### config.mk
export PLATFORM = sky130hd
export DESIGN_NAME = line_pixel_writer
export DESIGN_NICKNAME = d
export VERILOG_FILES = /design/src/rtl/line_pixel_writer.sv
export SDC_FILE = /design/constraint.sdc
export NUM_CORES = 1
export LEC_CHECK = 0
export CORE_AREA = 4 4 201 144
export CTS_CLUSTER_DIAMETER = 60
export DETAILED_ROUTE_END_ITERATION = 8
export DIE_AREA = 0 0 205 148
export SLEW_MARGIN = 30
export SYNTH_ARGS = -nofsm -noshare
export SYNTH_HDL_FRONTEND = slang
export SYNTH_SLANG_ARGS = --single-unit
### constraint.sdc
create_clock -name clk -period 8 [get_ports clk]
set_input_delay 1.2 -clock clk [delete_from_list [all_inputs] [get_ports clk]]
set_output_delay 1.2 -clock clk [all_outputs]
set_load 0.05 [all_outputs]
### src/rtl/line_pixel_writer.sv
// Line pixel writer: queues plotted pixels in a small FIFO and applies each one to a
// 1 bpp, 16-pixel-per-word framebuffer by read-modify-write; also runs whole-frame clears.
module line_pixel_writer #(
   parameter int unsigned FIFO_DEPTH = 8
) (
   input  logic        clk,
   input  logic        reset,
   input  logic        plot,
   input  logic [7:0]  x,
   input  logic [7:0]  y,
   input  logic        ink,
   input  logic        clear_start,
   output logic        mem_req,
   output logic        mem_we,
   output logic [11:0] mem_addr,
   output logic [15:0] mem_wdata,
   input  logic [15:0] mem_rdata,
   input  logic        mem_ack,
   output logic        busy,
   output logic        overflow
);
   localparam int unsigned PTR_W = $clog2(FIFO_DEPTH);
   localparam int unsigned CNT_W = PTR_W + 1;
   localparam int unsigned ENT_W = 17;
   localparam logic [11:0] CLR_LAST = 12'hFFF;

   typedef enum logic [1:0] {IDLE, RD, WR, CLR} state_t;

   // FIFO entry layout: {x[7:0], y[7:0], ink}
   logic [ENT_W-1:0] fifo_q [FIFO_DEPTH];
   logic [PTR_W-1:0] wr_ptr_q, wr_ptr_d, rd_ptr_q, rd_ptr_d;
   logic [CNT_W-1:0] count_q, count_d;
   logic [ENT_W-1:0] hold_q, hold_d;
   logic [11:0]      clr_cnt_q, clr_cnt_d;
   logic [11:0]      mem_addr_q, mem_addr_d;
   logic [15:0]      mem_wdata_q, mem_wdata_d;
   logic             mem_req_q, mem_req_d, mem_we_q, mem_we_d;
   logic             busy_q, busy_d, overflow_q, overflow_d;
   state_t           state_q, state_d;

   logic             fifo_full, fifo_empty, push, pop;
   logic [ENT_W-1:0] head;
   logic [15:0]      bit_mask;

   assign fifo_full  = (count_q == CNT_W'(FIFO_DEPTH));
   assign fifo_empty = (count_q == '0);
   assign pop        = (state_q == IDLE) && !clear_start && !fifo_empty;
   assign push       = plot && (!fifo_full || pop);
   assign head       = fifo_q[rd_ptr_q];
   assign bit_mask   = 16'h0001 << hold_q[12:9];

   // FIFO bookkeeping; a pop frees the slot a same-cycle push needs when full
   always_comb begin
      wr_ptr_d   = push ? wr_ptr_q + PTR_W'(1) : wr_ptr_q;
      rd_ptr_d   = pop  ? rd_ptr_q + PTR_W'(1) : rd_ptr_q;
      count_d    = count_q + CNT_W'(push) - CNT_W'(pop);
      overflow_d = overflow_q || (plot && !push);
   end

   always_ff @(posedge clk) begin
      if (push) fifo_q[wr_ptr_q] <= {x, y, ink};
   end

   // FSM state register
   always_ff @(posedge clk) begin
      if (reset) state_q <= IDLE;
      else       state_q <= state_d;
   end

   // Next state and clear counter
   always_comb begin
      state_d   = state_q;
      clr_cnt_d = clr_cnt_q;
      case (state_q)
         IDLE: begin
            if (clear_start) begin
               state_d   = CLR;
               clr_cnt_d = '0;
            end else if (!fifo_empty) begin
               state_d = RD;
            end
         end
         RD:  if (mem_ack) state_d = WR;
         WR:  if (mem_ack) state_d = IDLE;
         CLR: begin
            if (mem_ack) begin
               if (clr_cnt_q == CLR_LAST) state_d = IDLE;
               else                       clr_cnt_d = clr_cnt_q + 12'd1;
            end
         end
         default: state_d = IDLE;
      endcase
   end

   // Request channel and holding register, all registered
   always_comb begin
      hold_d      = hold_q;
      mem_req_d   = (state_d != IDLE);
      mem_we_d    = mem_we_q;
      mem_addr_d  = mem_addr_q;
      mem_wdata_d = mem_wdata_q;
      busy_d      = (state_d != IDLE) || (count_d != '0);
      case (state_q)
         IDLE: begin
            if (state_d == CLR) begin
               mem_we_d    = 1'b1;
               mem_addr_d  = '0;
               mem_wdata_d = '0;
            end else if (pop) begin
               hold_d     = head;
               mem_we_d   = 1'b0;
               mem_addr_d = {head[8:1], head[16:13]};
            end
         end
         RD: begin
            mem_addr_d = {hold_q[8:1], hold_q[16:13]};
            if (mem_ack) begin
               mem_we_d    = 1'b1;
               mem_wdata_d = hold_q[0] ? (mem_rdata | bit_mask) : (mem_rdata & ~bit_mask);
            end
         end
         WR:  if (mem_ack) mem_we_d = 1'b0;
         CLR: begin
            if (mem_ack && state_d == CLR) mem_addr_d = clr_cnt_d;
            else if (mem_ack)              mem_we_d   = 1'b0;
         end
         default: mem_we_d = 1'b0;
      endcase
   end

   always_ff @(posedge clk) begin
      if (reset) begin
         wr_ptr_q    <= '0;
         rd_ptr_q    <= '0;
         count_q     <= '0;
         hold_q      <= '0;
         clr_cnt_q   <= '0;
         mem_req_q   <= 1'b0;
         mem_we_q    <= 1'b0;
         mem_addr_q  <= '0;
         mem_wdata_q <= '0;
         busy_q      <= 1'b0;
         overflow_q  <= 1'b0;
      end else begin
         wr_ptr_q    <= wr_ptr_d;
         rd_ptr_q    <= rd_ptr_d;
         count_q     <= count_d;
         hold_q      <= hold_d;
         clr_cnt_q   <= clr_cnt_d;
         mem_req_q   <= mem_req_d;
         mem_we_q    <= mem_we_d;
         mem_addr_q  <= mem_addr_d;
         mem_wdata_q <= mem_wdata_d;
         busy_q      <= busy_d;
         overflow_q  <= overflow_d;
      end
   end

   assign mem_req   = mem_req_q;
   assign mem_we    = mem_we_q;
   assign mem_addr  = mem_addr_q;
   assign mem_wdata = mem_wdata_q;
   assign busy      = busy_q;
   assign overflow  = overflow_q;

endmodule

==> results of run 1 <==
-- layer usage --
metal  wire length, um  vias up
met2              9330      181
met1             11000     2969
met3              1290       30
met4               342        0
li1                  -     2873
met5                 0        -
-- kinds of logic after synthesis --
group | count (synthesis) | synth area share (%)
compound gates | 154 | 11.9
xor+xnor | 6 | 0.562
fa+ha+maj | 15 | 2.09
buf+inv | 59 | 2.85
flops | 212 | 59.9
mux | 70 | 12.2
simple gates | 194 | 10.5
-- registers in the layout, indices dropped and copies added, names as in the netlist, named ones only --
register,cells
mem_we,1
clr_cnt_q,12
wr_ptr_q,3
count_q,4
rd_ptr_q,3
busy,1
mem_addr,12
mem_wdata,16
state_q,2
overflow,1
mem_req,1
fifo_q,136
hold_q,17
-- worst max-delay path by stage --
stage,endpoint,slack [ns],cells after the start
floorplan,fifo_q[0][0],3.88,6
finish,busy,4.19,13
CTS,hold_q[13],3.86,7
global route,busy,4.01,13
global placement,hold_q[0],3.50,7
detailed placement,hold_q[6],3.34,7
-- critical path, delay by kind of cell --
family                     cells  cell delay, ns
AOI/OAI and AO/OA              2            0.34
and+or+nand+nor                3            0.78
xor gates and xnor gates       1            0.17
adders and majority gates      3            0.84
buffers and inverters          4            0.78
-- where the power goes --
| part | total [mW] | internal (mW) | switching (mW) |
|---|---|---|---|
| Clock | 0.913 | 0.518 | 0.395 |
| Combinational | 1.43 | 0.532 | 0.900 |
| Sequential | 1.40 | 1.31 | 0.0957 |
-- Yosys cell counts (all sizes together) (2+ instances only) --
cell	instances
mux2	12
nor2b	2
a21o	6
ha	14
clkbuf	24
nand4b	4
nor3	29
o21ai	31
o211ai	3
nand2b	12
a31oi	2
inv	13
or2	5
mux2i	24
a22oi	2
nand2	28
mux4	34
nor4	5
o41ai	3
buf	21
a211oi	22
a22o	2
nand3	9
nor2	70
o31ai	2
a2111oi	2
a21boi	3
xnor2	3
xor2	3
and2	2
a221oi	7
nand4	16
a311oi	6
a21oi	50
edfxtp	136
or3	5
dfxtp	76
-- stage by stage --
stage | power (mW) | cell area (um^2) | utilization, % | worst slack (ns) | cells
after floorplan | 2.45 | 9350 | - | 3.88 | 710
after global placement | 2.81 | 10400 | 39.0 | 3.50 | 1112
after detailed placement | 2.84 | 10400 | 39.1 | 3.34 | 1112
after CTS | 3.76 | 11100 | 41.4 | 3.86 | 1149
after global routing | 3.97 | 11100 | 41.6 | 4.01 | 1150
final | 3.75 | 11100 | 41.6 | 4.19 | 1150
-- cell type report --
type | instances | area, um^2
multi-input cells | 439 | 3540
repair buffers | 84 | 813
inverters | 14 | 52.6
fillers | 2497 | 15600
well taps | 364 | 455
clock buffers | 28 | 552
clock inverters | 9 | 76.3
flip-flops and latches | 212 | 5610
==> impl_metrics.py, run 1 <==
metrics = {
    "run_status": {
        "status": "finished, final reports clean",
    },
    "timing": {
        "rsz0062_at_grt": "no",
        "fmax_ghz": 0.263,
        "fin_setup_tns_ns": 0,
        "finalMaxSlewViolations": 0,
        "max_slew_margin_pct": 37.0,
        "hold_viol": 0,
        "fin_skew_ns": 0.0141,
        "fin_crit_sh_pct": 47.6,
        "worst_pin_slew_ns": 0.941,
        "holdWs_ns": 0.473,
        "setup_viol": 0,
        "fin_crit_ns": 3.81,
    },
    "detailed_routing": {
        "drt_iter0_drc": 534,
        "num_vias": 6053,
        "drc": 0,
        "viasPerCell": 5.26,
        "routed_wl_um": 22000,
        "wl_per_cell_um": 19.1,
        "ant_nets": 0,
        "first_pass_iters": 4,
    },
    "cells_and_area": {
        "antenna_cells": 0,
        "nets": 825,
        "syn2layout_area_growth_pct": 18.7,
        "drive_above_1_share_pct": 16.9,
        "final_cell_mix": "edfxtp_1, dfxtp_1, nor2_1, clkdlybuf4s50_1, a21oi_1",
        "final_common_cell": "edfxtp_1",
    },
    "placement": {
        "io_buffers": 69,
        "post-dp-hpwl_um": 14500,
        "gp_congestion": 0.856,
    },
    "critical_path": {
        "critical_path_class": "input port to flop",
        "reg2regPathDepth": 14,
        "cpPeakStageDelay_ns": 0.49,
        "slowest_stage": "clkdlybuf4s50_1",
        "r2r_end": "busy",
        "start_kind": "input port",
        "required_ns": 8.33,
        "cp-end-kind": "flop",
        "rrSetupSlack_ns": 4.53,
        "critPathLaunch": "clear_start",
        "path_cells": "clkdlybuf4s50_1 > nand2b_1 > o211ai_1 > and2_1 > inv_1 > ha_1 > inv_1 > ha_1 > inv_1 > fa_1 > xor2_1 > and4b_1 > a21oi_1",
        "cp.arrival_ns": 4.13,
        "cp_common_cell": "inv_1",
        "critPathMaxFanout": 6,
        "r2r_start": "state_q[1]",
    },
    "clocking": {
        "clockBufferDepth": 3,
        "clock_latency_ns": 0.49,
        "clockRootBuffer": "clkbuf_16",
        "cts_tree": "yes",
        "numClockSinks": 212,
        "cts_setup_buffers": 0,
        "numCtsBuffers": 21,
        "cts.reportedPaths.clkPinSlew_ns": 0.06,
        "cts.repair.resized": 0,
        "cts_hold_buf": 0,
        "cts_htree_levels": 1,
    },
    "logic_synthesis": {
        "ys_seq_area_share_pct": 59.9,
        "ys_warn_count": 0,
        "synth_cells": 710,
        "ys_seq_elements": 212,
        "synth_edf_count": 136,
        "synth_async_sr_flop_share_pct": 0,
        "syn-num-nets": 763,
        "netlist-cell-type-count": 73,
        "synth_top_cell_area_share_pct": 43.7,
        "synth_area_leaders": "edfxtp_1, dfxtp_1, mux4_2, nor2_1, a21oi_1",
        "avgSynthCellArea_um2": 13.2,
        "synth_area_mm2": 0.00935,
        "synth_top_area_cell": "edfxtp_1",
        "synth_flop_cell": "edfxtp_1",
    },
    "grt": {
        "met3_usage_pct": 2.94,
        "gr-usage-all-layers_pct": 14.2,
        "globalRouteMet2Util_pct": 20.3,
        "grt_pass1_wl_um": 34100,
        "busiest_layer": "met1",
        "grt_pass1_vias": 5860,
        "antenna_found_initial": 0,
        "gr-total-overflow": 0,
        "met1_usage_pct": 22.4,
        "grt_max_degree": 76,
    },
    "min_path": {
        "min_from": "overflow",
        "hold_depth": 2,
        "hp-class": "flop to flop",
        "worstHoldEndpoint": "overflow",
    },
    "pwr": {
        "power_density_mw_per_mm2": 338,
        "power_leakage_nw": 3.48,
        "irDropWorstVdd_uv": 186,
    },
    "run": {
        "drv_cap": 0,
    },
    "floorplan": {
        "rows": 50,
        "initial_core_util_pct": 35.0,
        "pin_count": 70,
        "die_h_um": 148,
        "die-area_mm2": 0.0303,
        "die_w_um": 205,
        "core_mm2": 0.0267,
    },
}
(Power assumes the default switching activity.)
==> inputs of run 2 (changes only) <==
==> constraint.sdc (replaced) <==
create_clock -name clk -period 3.4 [get_ports clk]
set_input_delay 0.51 -clock clk [delete_from_list [all_inputs] [get_ports clk]]
set_output_delay 0.51 -clock clk [all_outputs]
set_load 0.05 [all_outputs]
==> run 2 against run 1 <==
Effect of this change:
- register-to-register slack got worse by 4.1 ns
- sequential power up 140%
- clock power grew to 2.6 times the previous value
- setup slack worse by 3.7 ns
- count of clock-buffer cells in the layout rose by 4
- utilization grew 0.74 points
- combinational power is 140% higher
- critical path type is now flop to flop
- largest power group unchanged
==> impl_metrics.py, run 2 (synthesis results as in run 1) <==
metrics = {
    "run_status": {
        "status": "finished, final reports clean",
    },
    "cells_and_area": {
        "top_register": "fifo_q",
        "drive_above_1_share_pct": 18.9,
        "final_cell_mix": "edfxtp_1, dfxtp_1, clkdlybuf4s50_1, nor2_1, a21oi_1",
        "final_common_cell": "edfxtp_1",
        "antenna_cells": 0,
        "nets": 841,
        "final_util_pct": 42.3,
        "syn2layout_area_growth_pct": 20.8,
        "largest_register_ffs": 136,
    },
    "pwr": {
        "power_leakage_nw": 3.59,
        "p_seq_share_pct": 36.2,
        "power_density_mw_per_mm2": 809,
        "net-switching-power_mw": 3.31,
        "power_frac_clock_pct": 25.7,
        "switching_share_pct": 36.2,
        "intPower_mw": 5.83,
        "combPwrFrac_pct": 38.1,
        "irDropWorstVdd_uv": 510,
        "power_mw": 9.14,
    },
    "critical_path": {
        "path_cells": "inv_1 > ha_1 > nand2b_1 > o211ai_1 > and2_1 > inv_1 > ha_1 > inv_1 > ha_1 > inv_1 > fa_1 > xor2_1 > and4b_1 > a21oi_1",
        "required_ns": 3.77,
        "cp-end-kind": "flop",
        "rrSetupSlack_ns": 0.47,
        "start_kind": "flop",
        "critPathMaxFanout": 7,
        "path_delay_family": "adder cells",
        "cp_common_cell": "inv_1",
        "cp.arrival_ns": 3.30,
        "critical_path_class": "flop to flop",
        "cpPeakStageDelay_ns": 0.38,
        "slowest_stage": "fa_1",
        "cp.buffers_inverters": 4,
    },
    "min_path": {
        "hp-class": "input port to flop",
    },
    "timing": {
        "fin_crit_ns": 2.93,
        "fin_crit_sh_pct": 86.1,
        "worst_pin_slew_ns": 0.834,
        "fin_setup_tns_ns": 0,
        "finalMaxSlewViolations": 0,
        "fin_skew_ns": 0.0148,
        "max_slew_margin_pct": 43.8,
        "rsz0062_at_grt": "no",
        "fmax_ghz": 0.342,
        "setup_viol": 0,
        "hold_viol": 0,
    },
    "detailed_routing": {
        "wl_per_cell_um": 19.1,
        "ant_nets": 0,
        "viasPerCell": 5.26,
        "drc": 0,
        "routed_wl_um": 22300,
        "drt_iter0_drc": 502,
        "num_vias": 6139,
        "first_pass_iters": 5,
    },
    "grt": {
        "grt_pass1_wl_um": 34800,
        "grt_max_degree": 63,
        "gr-total-overflow": 0,
        "gr-usage-all-layers_pct": 14.4,
        "grt_pass1_vias": 5992,
        "antenna_found_initial": 0,
    },
    "floorplan": {
        "rows": 50,
        "die_w_um": 205,
        "die_h_um": 148,
        "initial_core_util_pct": 35.0,
        "die-area_mm2": 0.0303,
        "core_mm2": 0.0267,
        "pin_count": 70,
    },
    "clocking": {
        "numCtsBuffers": 22,
        "clockRootBuffer": "clkbuf_16",
        "numClockSinks": 212,
        "cts.repair.resized": 0,
        "cts_setup_buffers": 0,
        "cts_hold_buf": 0,
        "clock_latency_ns": 0.50,
        "cts_tree": "yes",
        "cts_htree_levels": 1,
        "clockBufferDepth": 3,
        "cts.reportedPaths.clkPinSlew_ns": 0.06,
    },
    "placement": {
        "gp_congestion": 0.883,
        "io_buffers": 69,
        "post-dp-hpwl_um": 14800,
    },
    "run": {
        "drv_cap": 0,
    },
}
==> run 2: final timing paths <==
check | from | end | cells after the start
max | state_q[1] | busy | 14
min | reset | count_q[1] | 2
max reg2reg | state_q[1] | busy | 14
min reg2reg | mem_wdata[11] | mem_wdata[11] | 2
==> run 2: metrics by stage <==
| stage | instance area (um^2) | std cells | hold WS (ns) | setup WS, ns |
|---|---|---|---|---|
| global placement | 10600 | 1128 | 0.456 | 0.321 |
| global route | 11300 | 1168 | 0.360 | 0.218 |
| floorplan | 9360 | 710 | 0.472 | 0.344 |
| CTS | 11300 | 1168 | 0.334 | 0.460 |
| detailed placement | 10600 | 1128 | 0.467 | 0.234 |
| finish | 11300 | 1168 | 0.352 | 0.473 |
==> run 2: area by class of cell <==
type	count	area (um^2)
flip-flops and latches	212	5610
clock buffers	32	634
clock inverters	8	77.6
fillers	2494	15400
inverters	14	52.6
well taps	364	455
multi-input cells	439	3520
repair buffers	99	948
==> run 2: power groups by stage <==
stage / clock (mW) / sequential [mW] / combinational (mW)
4_1_cts: 2.41 / 3.31 / 3.50
3_3_place_gp: 0 / 3.36 / 3.45
2_1_floorplan: 0 / 3.55 / 2.23
5_1_grt: 2.53 / 3.35 / 3.80
3_5_place_dp: 0 / 3.36 / 3.49
6_report: 2.35 / 3.31 / 3.48
==> run 2: worst reg2reg max path: stages, from the launching register on <==
cell      delay [ns]
dfxtp_1         0.37
inv_1           0.13
ha_1            0.35
nand2b_1        0.13
o211ai_1        0.22
and2_1          0.18
inv_1           0.06
ha_1            0.28
inv_1           0.05
ha_1            0.15
inv_1           0.05
fa_1            0.38
xor2_1          0.17
and4b_1         0.20
a21oi_1         0.07
==> run 2: per-layer routing <==
metal | part of all wire, % | vias up | routed length (um) | GRT usage [%]
li1 | - | 2909 | - | -
met5 | 0 | - | 0 | 0
met4 | 1.1 | 0 | 251 | 1.97
met1 | 51 | 3035 | 11300 | 23.2
met2 | 42 | 175 | 9370 | 20.6
met3 | 6.1 | 20 | 1350 | 2.65
